`src/rtl/spi_mem_loader.sv`:
```
// spi_mem_loader: SPI mode-0 slave that fills a parameter/weight memory.
// The first byte of each frame is the start address, following bytes are data
// written at auto-incrementing addresses. Every received byte is echoed on MISO
// during the next byte.
//
// Ports:
//   clk, reset          system clock, asynchronous active-low reset
//   spi_sclk/mosi/cs_n  SPI pins, asynchronous to clk (sclk <= clk/8)
//   spi_miso            echo of the previous byte, MSB first
//   mem_addr/mem_data   memory write port address/data, held between writes
//   mem_we              one-cycle write strobe per accepted data byte
//   frame_done          one-cycle pulse at the end of a frame
//   addr_error          sticky: a data byte in this/last frame hit addr >= DEPTH
//   busy                a frame is in progress
module spi_mem_loader #(
  parameter int unsigned DEPTH       = 115,
  parameter int unsigned SYNC_STAGES = 2
) (
  input  logic       clk,
  input  logic       reset,
  input  logic       spi_sclk,
  input  logic       spi_mosi,
  input  logic       spi_cs_n,
  output logic       spi_miso,
  output logic [7:0] mem_addr,
  output logic [7:0] mem_data,
  output logic       mem_we,
  output logic       frame_done,
  output logic       addr_error,
  output logic       busy
);

  localparam logic [1:0] IDLE     = 2'd0;
  localparam logic [1:0] GET_ADDR = 2'd1;
  localparam logic [1:0] GET_DATA = 2'd2;

  logic [SYNC_STAGES-1:0] sclk_sync, mosi_sync, cs_sync;
  logic                   sclk_prev, cs_prev;

  logic [1:0] state;
  logic [2:0] bit_cnt;
  logic [7:0] rx_shift;
  logic [7:0] tx_shift;
  logic [7:0] echo;
  logic [7:0] ptr;
  logic       done_pend;

  logic       sclk_s, mosi_s, cs_s;
  logic       sclk_rise, sclk_fall, cs_rise, cs_fall;
  logic       in_frame, cap, byte_done, in_range;
  logic [7:0] rx_byte;

  // Input synchronisers plus one extra flop each for edge detection.
  always_ff @(posedge clk or negedge reset) begin
    if (!reset) begin
      sclk_sync <= '0;
      mosi_sync <= '0;
      cs_sync   <= '1;
      sclk_prev <= 1'b0;
      cs_prev   <= 1'b1;
    end else begin
      sclk_sync <= {sclk_sync[SYNC_STAGES-2:0], spi_sclk};
      mosi_sync <= {mosi_sync[SYNC_STAGES-2:0], spi_mosi};
      cs_sync   <= {cs_sync[SYNC_STAGES-2:0], spi_cs_n};
      sclk_prev <= sclk_sync[SYNC_STAGES-1];
      cs_prev   <= cs_sync[SYNC_STAGES-1];
    end
  end

  always_comb begin
    sclk_s    = sclk_sync[SYNC_STAGES-1];
    mosi_s    = mosi_sync[SYNC_STAGES-1];
    cs_s      = cs_sync[SYNC_STAGES-1];
    sclk_rise = sclk_s & ~sclk_prev;
    sclk_fall = ~sclk_s & sclk_prev;
    cs_rise   = cs_s & ~cs_prev;
    cs_fall   = ~cs_s & cs_prev;
    in_frame  = (state == GET_ADDR) || (state == GET_DATA);
    // Capture stays enabled in the cs_n-rise cycle so a byte finishing
    // together with the frame end is still processed.
    cap       = in_frame & sclk_rise;
    rx_byte   = {rx_shift[6:0], mosi_s};
    byte_done = cap & (bit_cnt == 3'd7);
    in_range  = 32'(ptr) < DEPTH;
  end

  assign busy     = in_frame;
  assign spi_miso = in_frame & tx_shift[7];

  always_ff @(posedge clk or negedge reset) begin
    if (!reset) begin
      state      <= IDLE;
      bit_cnt    <= 3'd0;
      rx_shift   <= 8'h00;
      tx_shift   <= 8'h00;
      echo       <= 8'h00;
      ptr        <= 8'h00;
      mem_addr   <= 8'h00;
      mem_data   <= 8'h00;
      mem_we     <= 1'b0;
      frame_done <= 1'b0;
      addr_error <= 1'b0;
      done_pend  <= 1'b0;
    end else begin
      mem_we     <= 1'b0;
      frame_done <= done_pend;
      done_pend  <= 1'b0;
      if (!in_frame) begin
        if (cs_fall) begin
          state      <= GET_ADDR;
          bit_cnt    <= 3'd0;
          addr_error <= 1'b0;
          echo       <= 8'h00;
          tx_shift   <= 8'h00;
        end else if (state != IDLE) begin
          state <= IDLE;
        end
      end else begin
        if (cap) begin
          rx_shift <= rx_byte;
          bit_cnt  <= bit_cnt + 3'd1;
        end else if (sclk_fall && bit_cnt != 3'd0) begin
          // The falling edge right after a byte boundary must not shift, or
          // the freshly loaded MSB would be lost before the host samples it.
          tx_shift <= {tx_shift[6:0], 1'b0};
        end

        if (byte_done) begin
          echo     <= rx_byte;
          tx_shift <= rx_byte;
          if (state == GET_ADDR) begin
            ptr   <= rx_byte;
            state <= GET_DATA;
          end else if (in_range) begin
            mem_addr <= ptr;
            mem_data <= rx_byte;
            mem_we   <= 1'b1;
            ptr      <= ptr + 8'd1;
          end else begin
            addr_error <= 1'b1;
          end
        end

        if (cs_rise) begin
          state <= IDLE;
          // Keep frame_done after the final mem_we when both coincide.
          if (byte_done) begin
            done_pend <= 1'b1;
          end else begin
            frame_done <= 1'b1;
          end
        end
      end
    end
  end

endmodule

```
`config.mk`:
```
export PLATFORM = sky130hd
export DESIGN_NAME = spi_mem_loader
export DESIGN_NICKNAME = d
export VERILOG_FILES = /design/src/rtl/spi_mem_loader.sv
export SDC_FILE = /design/constraint.sdc
export NUM_CORES = 1
export LEC_CHECK = 0
export CORE_ASPECT_RATIO = 0.9
export CORE_MARGIN = 2
export CORE_UTILIZATION = 50
export CTS_CLUSTER_DIAMETER = 100
export DETAILED_ROUTE_END_ITERATION = 6
export PLACE_DENSITY = 0.8
export SKIP_LAST_GASP = 1
export SYNTH_ARGS = -nofsm -noshare
export SYNTH_HDL_FRONTEND = slang
export SYNTH_SLANG_ARGS = --single-unit
```
`constraint.sdc`:
```
create_clock -name clk -period 2.15 [get_ports clk]
set_input_delay 0.43 -clock clk [delete_from_list [all_inputs] [get_ports clk]]
set_output_delay 0.43 -clock clk [all_outputs]
set_load 0.03 [all_outputs]
```
==> results by group, run 1 <==
Run status
  • Status: complete, no violations

Synth
  • Synth top area cells: dfrtp_1 52%, mux2_2 8.0%, mux2_4 5.3%, nand2_1 5.0%, ha_1 3.9%
  • Synth Warn #: 0
  • Avg Cell Area, Syn: 12.0 µm²
  • Share of flip-flops with an asynchronous set or reset: 100%
  • Synth top area share: 52.0%
  • EDFF count, synth: 0
  • Post-synthesis sequential area ratio: 55.1%
  • Cell area after synthesis: 2550 µm²
  • Mapped Cells: 212
  • Mapped Nets: 225
  • Post-synthesis cell type count: 46
  • Top-count cell post-synth: dfrtp_1
  • Top cells by count, synth: 53 x dfrtp_1, 34 x nand2_1, 18 x mux2_2, 9 x inv_1, 9 x mux2_4
  • Yosys reg bits: 56
  • Main synth FF type: dfrtp_1
  • Area leader, netlist: dfrtp_1

STA
  • Hold Vio Cnt, Final: 0
  • Fmax achieved: 0.486 GHz
  • Setup violators final: 0
  • Slew headroom: 62.5%
  • Worst Skew: 10.9 ps
  • Final period utilization: 95.7%
  • Final Critical Period: 2060 ps
  • Slew @ Worst Pin: 563 ps
  • Pins Over Slew Limit: 0
  • Setup ws final: 91.4 ps

Job
  • Max-cap viol count: 0

Power
  • Leakage: 1.43 nW
  • Power per Cell Area: 852 nW/µm²
  • Maximum vdd drop: 454 µV

Cells and area
  • Area added between synthesis and finish: 19.6%
  • Ant. Diodes: 0
  • Layout Nets: 259
  • Layout cells sized above 1: 23.1%
  • Final core occ: 62.7%

Setup path
  • WP data arrival: 1630 ps
  • Max stage delay on crit path: 400 ps
  • Critical Path Fanout Max: 11
  • Most frequent CP cell: buf_4
  • Worst-path cell chain: inv_1 > ha_4 > buf_4 > and2_1 > buf_4
  • Crit. End Element: output pin
  • Startpoint types: flip-flop
  • Worst path required time: 1720 ps
  • Crit path kind: flip-flop to output pin
  • Slowest-stage cell, CP: dfrtp_1

Clocking
  • Number of hold buffers added after CTS: 0
  • CTS Sinks: 56
  • Max Buffers Root-to-Sink: 2
  • H-Tree Depth: 2
  • Clock slew at reported path FFs: 90 ps
  • CTS Root Buffer Type: clkbuf_8
  • CTS tree: yes
  • Cts bufs inserted: 5
  • Clock latency on the worst-skew pair: 320 ps

Global route
  • Gr usage total: 19.3%
  • First-pass GRT wire length: 8.27 mm
  • Largest net degree at the start of global routing: 27
  • Vias in the first global route: 1722
  • Initial antenna violation count: 0
  • Gr ovfl total: 0

Hold path
  • Class of the worst hold path: input pin to asynchronous set/reset pin

Route
  • Post-route DRC: 0
  • Antenna-violating nets left: 0
  • Final WL: 4.91 mm
  • Via density: 5.59
  • Via count: 1743
  • Router iterations before antenna repair: 4
  • Wire per inst: 15.8 µm
  • Initial DRC Count: 80

Placement
  • Pre-CTS setup slack: 72.1 ps
  • Gpl congestion: 0.844
  • Post-DP HPWL: 3.50 mm
  • PortBufs: 25

Die
  • Die height: 71.7 µm
  • Starting density of the core: 52.4%
  • Core Area: 4860 µm²
  • I/O Pins: 26
  • Cell Rows: 24
  • Die Width: 79.3 µm
  • Area of the die: 5680 µm²
## critical path: cells and delay by family (launching register included)
kind / cells / cell delay [ps]
buf+inv: 3 / 440
simple gates: 1 / 140
flops: 1 / 400
fa+ha+maj: 1 / 330
## logic make-up after synthesis
group / after synthesis / share of synthesized area, %
and+or+nand+nor: 65 / 13.3
DFF: 56 / 55.1
AOI/OAI and AO/OA: 36 / 10.6
muxes: 29 / 14.0
buffers and inverters: 18 / 3.04
adders and majority gates: 8 / 3.93
## power by group
part | total (mW) | switching (mW) | internal, mW
Combinational | 0.590 | 0.319 | 0.271
Sequential | 1.27 | 0.121 | 1.15
Clock | 0.736 | 0.325 | 0.411
Total | 2.60 | 0.764 | 1.83
## layout make-up
cell class / count / area (µm²)
fill: 388 / 1820
clock inverter: 1 / 30.0
multi-input combinational: 138 / 1080
inverter: 9 / 33.8
timing repair buffer: 36 / 324
sequential: 56 / 1410
clock buffer: 7 / 96.3
tap: 65 / 81.3
## layer usage
layer	part of all wire, %	global-route usage [%]	up-vias
met4	2.6	9.00	0
met2	49	31.9	53
met5	0	0	-
met1	45	25.0	872
met3	4.0	3.40	12
li1	-	-	806
## registers in the layout, indices dropped and copies added (netlist names), 2 cells and up
name and flops:
mem_data 8, bit_cnt 3, sclk_sync 2, ptr 8, tx_shift 8, state 2
rx_shift 7, mem_addr 8, cs_sync 2, mosi_sync 2
## cells in the final DEF, fill, tap and decap left out, types with 2 or more instances in the layout
cell type,count
a21boi_0,6
a21oi_1,2
a22o_1,3
and2_1,4
buf_4,12
clkbuf_8,7
clkdlybuf4s50_1,22
dfrtp_1,53
dfstp_2,3
ha_1,7
inv_1,9
mux2_2,18
mux2_4,9
mux2i_1,2
nand2_1,34
nand2b_1,2
nand3_1,4
nand3b_1,2
nor2_1,5
nor2b_1,2
nor4_1,2
o211ai_1,2
o21a_1,2
o21ai_0,8
o21bai_1,2
o32a_1,2
## timing repair
item / CTS / global route
setup endpoints to repair: 2 / 1
setup buffers: 0 / 2
resized for setup: 2 / 0
## per-stage QoR
stage	hold slack [ps]	instances	instance area [µm²]	setup TNS (ps)	power, mW
finish	95.3	312	3050	0	2.60
floorplan	134	212	2550	0	1.64
CTS	111	310	3030	0	2.58
global placement	333	302	2900	0	1.81
global route	145	312	3050	-12.4	2.75
detailed placement	347	302	2900	0	1.84
## final timing paths
check | from | cells past startpoint | to | slack, ps
hold reg to reg | sclk_sync[0]$_DFF_PN0_ | 0 | sclk_sync[1]$_DFF_PN0_ | 360
setup / recovery | state[0]$_DFFE_PN0P_ | 5 | spi_miso | 90
max in group asynchronous | reset | 2 | ptr[1]$_DFFE_PN0P_ | 1360
min in group clk | sclk_sync[0]$_DFF_PN0_ | 0 | sclk_sync[1]$_DFF_PN0_ | 360
hold / removal | reset | 1 | mem_data[2]$_DFFE_PN0P_ | 100
setup reg to reg | ptr[0]$_DFFE_PN0P_ | 5 | mem_addr[1]$_DFFE_PN0P_ | 120
Power figures use the tool's default switching activity.
==> inputs of run 2 (changes only) <==
Settings changed: CORE_UTILIZATION 50 to 53, CTS_BUF_LIST set to sky130_fd_sc_hd__clkbuf_8, PLACE_DENSITY 0.8 to 0.84.
==> run 2 against run 1 <==
Clock skew is 5.2 ps lower. Sequential power hardly changed. Largest power group unchanged. Utilization is 2.7 points higher. Hold slack worse by 24 ps. Critical endpoint is now busy. Register-to-register slack worse by 30 ps. Critical path depth is 2 lower. Combinational power is 11% lower. Largest cell class unchanged. Sequential share of layout area is 1.2 points higher. Final cell count is 2.6% lower. Power is 10% lower. Sequential cell count stayed put.
==> results by group, run 2 (synthesized netlist as in run 1, its figures left out) <==
Hold path
  • Class of the worst hold path: input pin to asynchronous set/reset pin

Clocking
  • Cts bufs inserted: 5
  • Max Buffers Root-to-Sink: 2
  • Clock latency on the worst-skew pair: 310 ps
  • Clock slew at reported path FFs: 90 ps
  • Number of hold buffers added after CTS: 0
  • Post-CTS Repair Setup Buffers: 0
  • CTS Root Buffer Type: clkbuf_8
  • CTS Sinks: 56
  • H-Tree Depth: 2
  • CTS tree: yes

Setup path
  • Max stage delay on crit path: 430 ps
  • Worst path required time: 1720 ps
  • Worst-path cell chain: inv_1 > ha_2 > dlygate4sd2_1
  • Crit. End Element: output pin
  • Slowest-stage cell, CP: ha_2
  • Crit path kind: flip-flop to output pin
  • WP data arrival: 1650 ps
  • Startpoint types: flip-flop
  • Critical Path Fanout Max: 12

Cells and area
  • Ant. Diodes: 0
  • Fillers: 376
  • Most frequent cells in the layout: 53 x dfrtp_1, 34 x nand2_1, 22 x clkdlybuf4s50_1
  • Post-route cell area: 2970 µm²
  • Layout cells sized above 1: 21.5%
  • Layout Nets: 255
  • Area added between synthesis and finish: 16.6%
  • Commonest non-fill, non-tap cell in the layout: dfrtp_1

Die
  • Starting density of the core: 56.1%
  • Area of the die: 5380 µm²
  • Cell Rows: 23
  • Core Area: 4550 µm²
  • Die height: 69.8 µm
  • I/O Pins: 26
  • Die Width: 77.1 µm

Job
  • Max-cap viol count: 0

Global route
  • Vias in the first global route: 1731
  • Gr ovfl total: 0
  • Initial antenna violation count: 0
  • Largest net degree at the start of global routing: 33
  • Gr usage total: 19.8%
  • First-pass GRT wire length: 8.25 mm

STA
  • Setup TNS: 0 ps
  • Final period utilization: 96.6%
  • Final Critical Period: 2080 ps
  • Slew @ Worst Pin: 560 ps
  • RSZ-0062 raised after global routing: false
  • Slew headroom: 62.7%
  • Pins Over Slew Limit: 0
  • Fmax achieved: 0.482 GHz
  • Setup violators final: 0
  • Hold_ws: 71.1 ps
  • Worst Skew: 5.70 ps
  • Hold Vio Cnt, Final: 0

Route
  • Initial DRC Count: 124
  • Final WL: 4.85 mm
  • Wire per inst: 15.9 µm
  • Via density: 5.61
  • Router iterations before antenna repair: 4
  • Post-route DRC: 0
  • Antenna-violating nets left: 0
  • Via count: 1706

Power
  • Total power: 2.33 mW
  • Maximum vdd drop: 547 µV
  • Power per Cell Area: 785 nW/µm²
  • Leakage: 1.39 nW

Placement
  • Gpl congestion: 0.847
  • DP Area: 2890 µm²
  • Post-DP HPWL: 3.52 mm
  • PortBufs: 25

Run status
  • Status: complete, no violations
## run 2: cell types whose count changed in the layout (fill, tap and decap cells not counted)
cell,delta
buf_12,+1
a2111oi_1,+1
inv_1,+1
bufinv_16,-1
and4b_1,-1
buf_4,-5
ha_2,+1
and4b_2,+1
clkinv_2,+1
a2111oi_0,-1
clkbuf_8,-2
ha_4,-1
## run 2: repair_timing
action / in CTS / in global routing
setup endpoints to repair: 1 / 20
pin swaps: 0 / 0
gates resized for setup: 1 / 2
endpoints found under the hold margin: 0 / 0
## run 2: final timing paths
check | depth (start not counted) | to | slack [ps] | startpoint
max | 3 | busy | 70 | state[1]$_DFFE_PN0P_
min | 2 | mem_addr[0]$_DFFE_PN0P_ | 70 | reset
max reg2reg | 5 | tx_shift[2]$_DFFE_PN0P_ | 90 | state[1]$_DFFE_PN0P_
min reg2reg | 0 | sclk_sync[1]$_DFF_PN0_ | 360 | sclk_sync[0]$_DFF_PN0_
max in group asynchronous | 2 | tx_shift[7]$_DFFE_PN0P_ | 1790 | reset
min in group clk | 0 | sclk_sync[1]$_DFF_PN0_ | 360 | sclk_sync[0]$_DFF_PN0_
## run 2: layout make-up
| cell class | count | area [µm²] | share of cell area [%] |
|---|---|---|---|
| clock buffers | 5 | 68.8 | 2.32 |
| repair buffers | 32 | 307 | 10.3 |
| inverters | 9 | 33.8 | 1.14 |
| well taps | 62 | 77.6 | 2.61 |
| flip-flops and latches | 56 | 1410 | 47.3 |
| multi-input cells | 138 | 1070 | 36.0 |
| clock inverters | 2 | 8.76 | 0.295 |
## run 2: report_power, final
part           switching (mW)  leakage [nW]  total [mW]  internal (mW)
clock                   0.317        0.0452       0.534          0.217
combinational           0.295         0.597       0.525          0.230
sequential              0.122         0.752        1.27           1.15
total                   0.733          1.39        2.33           1.60
## run 2: metrics by stage
| step | setup slack, ps | std cells | utilization, % |
|---|---|---|---|
| CTS | 30.7 | 304 | 65.3 |
| detailed placement | 35.8 | 297 | 63.6 |
| global route | 0.659 | 304 | 65.4 |
| floorplan | 31.5 | 212 | - |
| finish | 73.8 | 304 | 65.4 |
| global placement | 117 | 297 | 63.6 |
## run 2: metal layers
metal  GRT usage (%)  share of wire, %  vias to the layer above
met1            26.3                45                      854
met3            3.52               5.4                        7
met2            32.5                49                       52
met4            7.54              0.78                        0
li1                -                 -                      793
met5               0                 0                        -
## run 2: worst max-delay path, delay by kind of cell, from the launching register on
family                   cells  cell delay, ps
adder cells (fa/ha/maj)      1             430
buffers and inverters        2             520
flip-flops                   1             390
==> inputs of run 3 (changes only) <==
Settings changed: CORE_UTILIZATION 53 to 30, PLACE_DENSITY 0.84 to 0.55.
==> run 3 against run 2 <==
Clock skew grew 0.65 ps. Critical path type is now flip-flop to flip-flop. Power increased by 7.9%. Clock power is 26% higher. Utilization down 27 points. Sequential power about the same. Setup slack improved by 50 ps. First-iteration DRC count is 31% lower.
==> results by group, run 3 (synthesized netlist as in run 1, its figures left out) <==
Die
  • Die height: 91.4 µm
  • Area of the die: 9250 µm²
  • Die Width: 101 µm
  • Starting density of the core: 31.3%
  • Core Area: 8150 µm²
  • Cell Rows: 31
  • I/O Pins: 26

Clocking
  • Clock slew at reported path FFs: 100 ps
  • CTS Sinks: 56
  • Cts bufs inserted: 5
  • Max Buffers Root-to-Sink: 2
  • CTS tree: yes
  • Clock latency on the worst-skew pair: 300 ps
  • Number of hold buffers added after CTS: 0
  • H-Tree Depth: 2
  • CTS Root Buffer Type: clkbuf_8

Placement
  • Post-DP HPWL: 3.39 mm
  • Gpl congestion: 0.804
  • PortBufs: 25

Route
  • Via density: 4.70
  • Final WL: 4.86 mm
  • Router iterations before antenna repair: 4
  • Initial DRC Count: 86
  • Via count: 1630
  • Post-route DRC: 0
  • Wire per inst: 14.0 µm
  • Antenna-violating nets left: 0

Cells and area
  • Commonest non-fill, non-tap cell in the layout: dfrtp_1
  • Final core occ: 38.0%
  • Area added between synthesis and finish: 21.4%
  • Layout cells sized above 1: 23.0%
  • Layout Nets: 260
  • Most frequent cells in the layout: 53 x dfrtp_1, 34 x nand2_1, 22 x clkdlybuf4s50_1
  • Ant. Diodes: 0

Global route
  • Gr usage total: 11.6%
  • Initial antenna violation count: 0
  • Vias in the first global route: 1682
  • First-pass GRT wire length: 8.37 mm
  • Largest net degree at the start of global routing: 57
  • Gr ovfl total: 0

STA
  • Fmax achieved: 0.494 GHz
  • Setup violators final: 0
  • Hold_ws: 109 ps
  • Pins Over Slew Limit: 0
  • Slew headroom: 66.7%
  • Hold Vio Cnt, Final: 0
  • Setup TNS: 0 ps
  • Final period utilization: 94.2%
  • Final Critical Period: 2030 ps
  • RSZ-0062 raised after global routing: false
  • Slew @ Worst Pin: 496 ps
  • Worst Skew: 6.35 ps

Setup path
  • Critical Path Fanout Max: 16
  • Crit. End Element: flip-flop
  • Max stage delay on crit path: 420 ps
  • Top delay family on crit path: simple AND/OR/NAND/NOR gates
  • Worst path required time: 2350 ps
  • Buf/Inv on CP: 0
  • Crit path kind: flip-flop to flip-flop
  • Startpoint types: flip-flop
  • Worst-path cell chain: ha_1 > or3_4 > a21oi_4 > nand3_4 > mux2_4
  • WP data arrival: 2230 ps
  • Register-to-register setup slack: 120 ps
  • Slowest-stage cell, CP: dfrtp_1

Hold path
  • Class of the worst hold path: input pin to asynchronous set/reset pin

Power
  • Power per Cell Area: 814 nW/µm²
  • Leakage: 1.44 nW
  • Maximum vdd drop: 421 µV

Run status
  • Status: complete, no violations

Job
  • Max-cap viol count: 0
run 3: cell count changes in the layout (fill, tap and decap cells not counted), sizes merged:
cell	previous run	this run
buf	9	14
bufinv	0	1
run 3: worst paths after layout:
path	from	to	depth (start not counted)
worst min register to register	mosi_sync[0]$_DFF_PN0_	mosi_sync[1]$_DFF_PN0_	0
max in group asynchronous	reset	cs_prev$_DFF_PN1_	2
worst max register to register	ptr[1]$_DFFE_PN0P_	mem_data[2]$_DFFE_PN0P_	5
min in group clk	mosi_sync[0]$_DFF_PN0_	mosi_sync[1]$_DFF_PN0_	0
worst max-delay path	ptr[1]$_DFFE_PN0P_	mem_data[2]$_DFFE_PN0P_	5
worst min-delay path	reset	addr_error$_DFFE_PN0P_	2
run 3: routing by layer:
metal	wire length [µm]	global-route usage, %	share of wire (%)
met4	48	3.04	0.99
met3	165	2.77	3.4
met1	2450	16.9	50
met2	2190	17.2	45
met5	0	0	0
run 3: final cells by class:
| cell class | count | area [µm²] |
|---|---|---|
| Clock buffer | 5 | 68.8 |
| Clock inverter | 3 | 38.8 |
| Inverter | 9 | 33.8 |
| Tap cell | 99 | 124 |
| Timing Repair Buffer | 37 | 344 |
| Fill cell | 801 | 5050 |
| Multi-Input combinational cell | 138 | 1080 |
| Sequential cell | 56 | 1410 |
run 3: worst reg2reg max path: stages (launching register included):
cell,delay [ps]
dfrtp_1,420
ha_1,240
or3_4,360
a21oi_4,240
nand3_4,270
mux2_4,390
run 3: timing repair:
action                                  4_1_cts  5_1_grt
setup buffers                                 0        1
resized for setup                             2        0
endpoints found under the setup margin        2        1
pin swaps                                     0        0
cloned                                        0        0
run 3: power breakdown:
part / leakage, nW / total, mW / internal [mW] / switching [mW]
combinational: 0.624 / 0.568 / 0.266 / 0.301
sequential: 0.752 / 1.28 / 1.15 / 0.123
clock: 0.0593 / 0.674 / 0.342 / 0.333
total: 1.44 / 2.52 / 1.76 / 0.757
run 3: per-stage QoR:
stage          worst slack [ps]  power, mW  instance area, µm²  cells
2_1_floorplan              31.5       1.64                2550    212
3_3_place_gp               92.9       1.85                2970    338
3_5_place_dp               59.5       1.85                2970    338
4_1_cts                    81.0       2.54                3090    346
5_1_grt                    3.38       2.69                3090    347
6_report                    124       2.52                3090    347
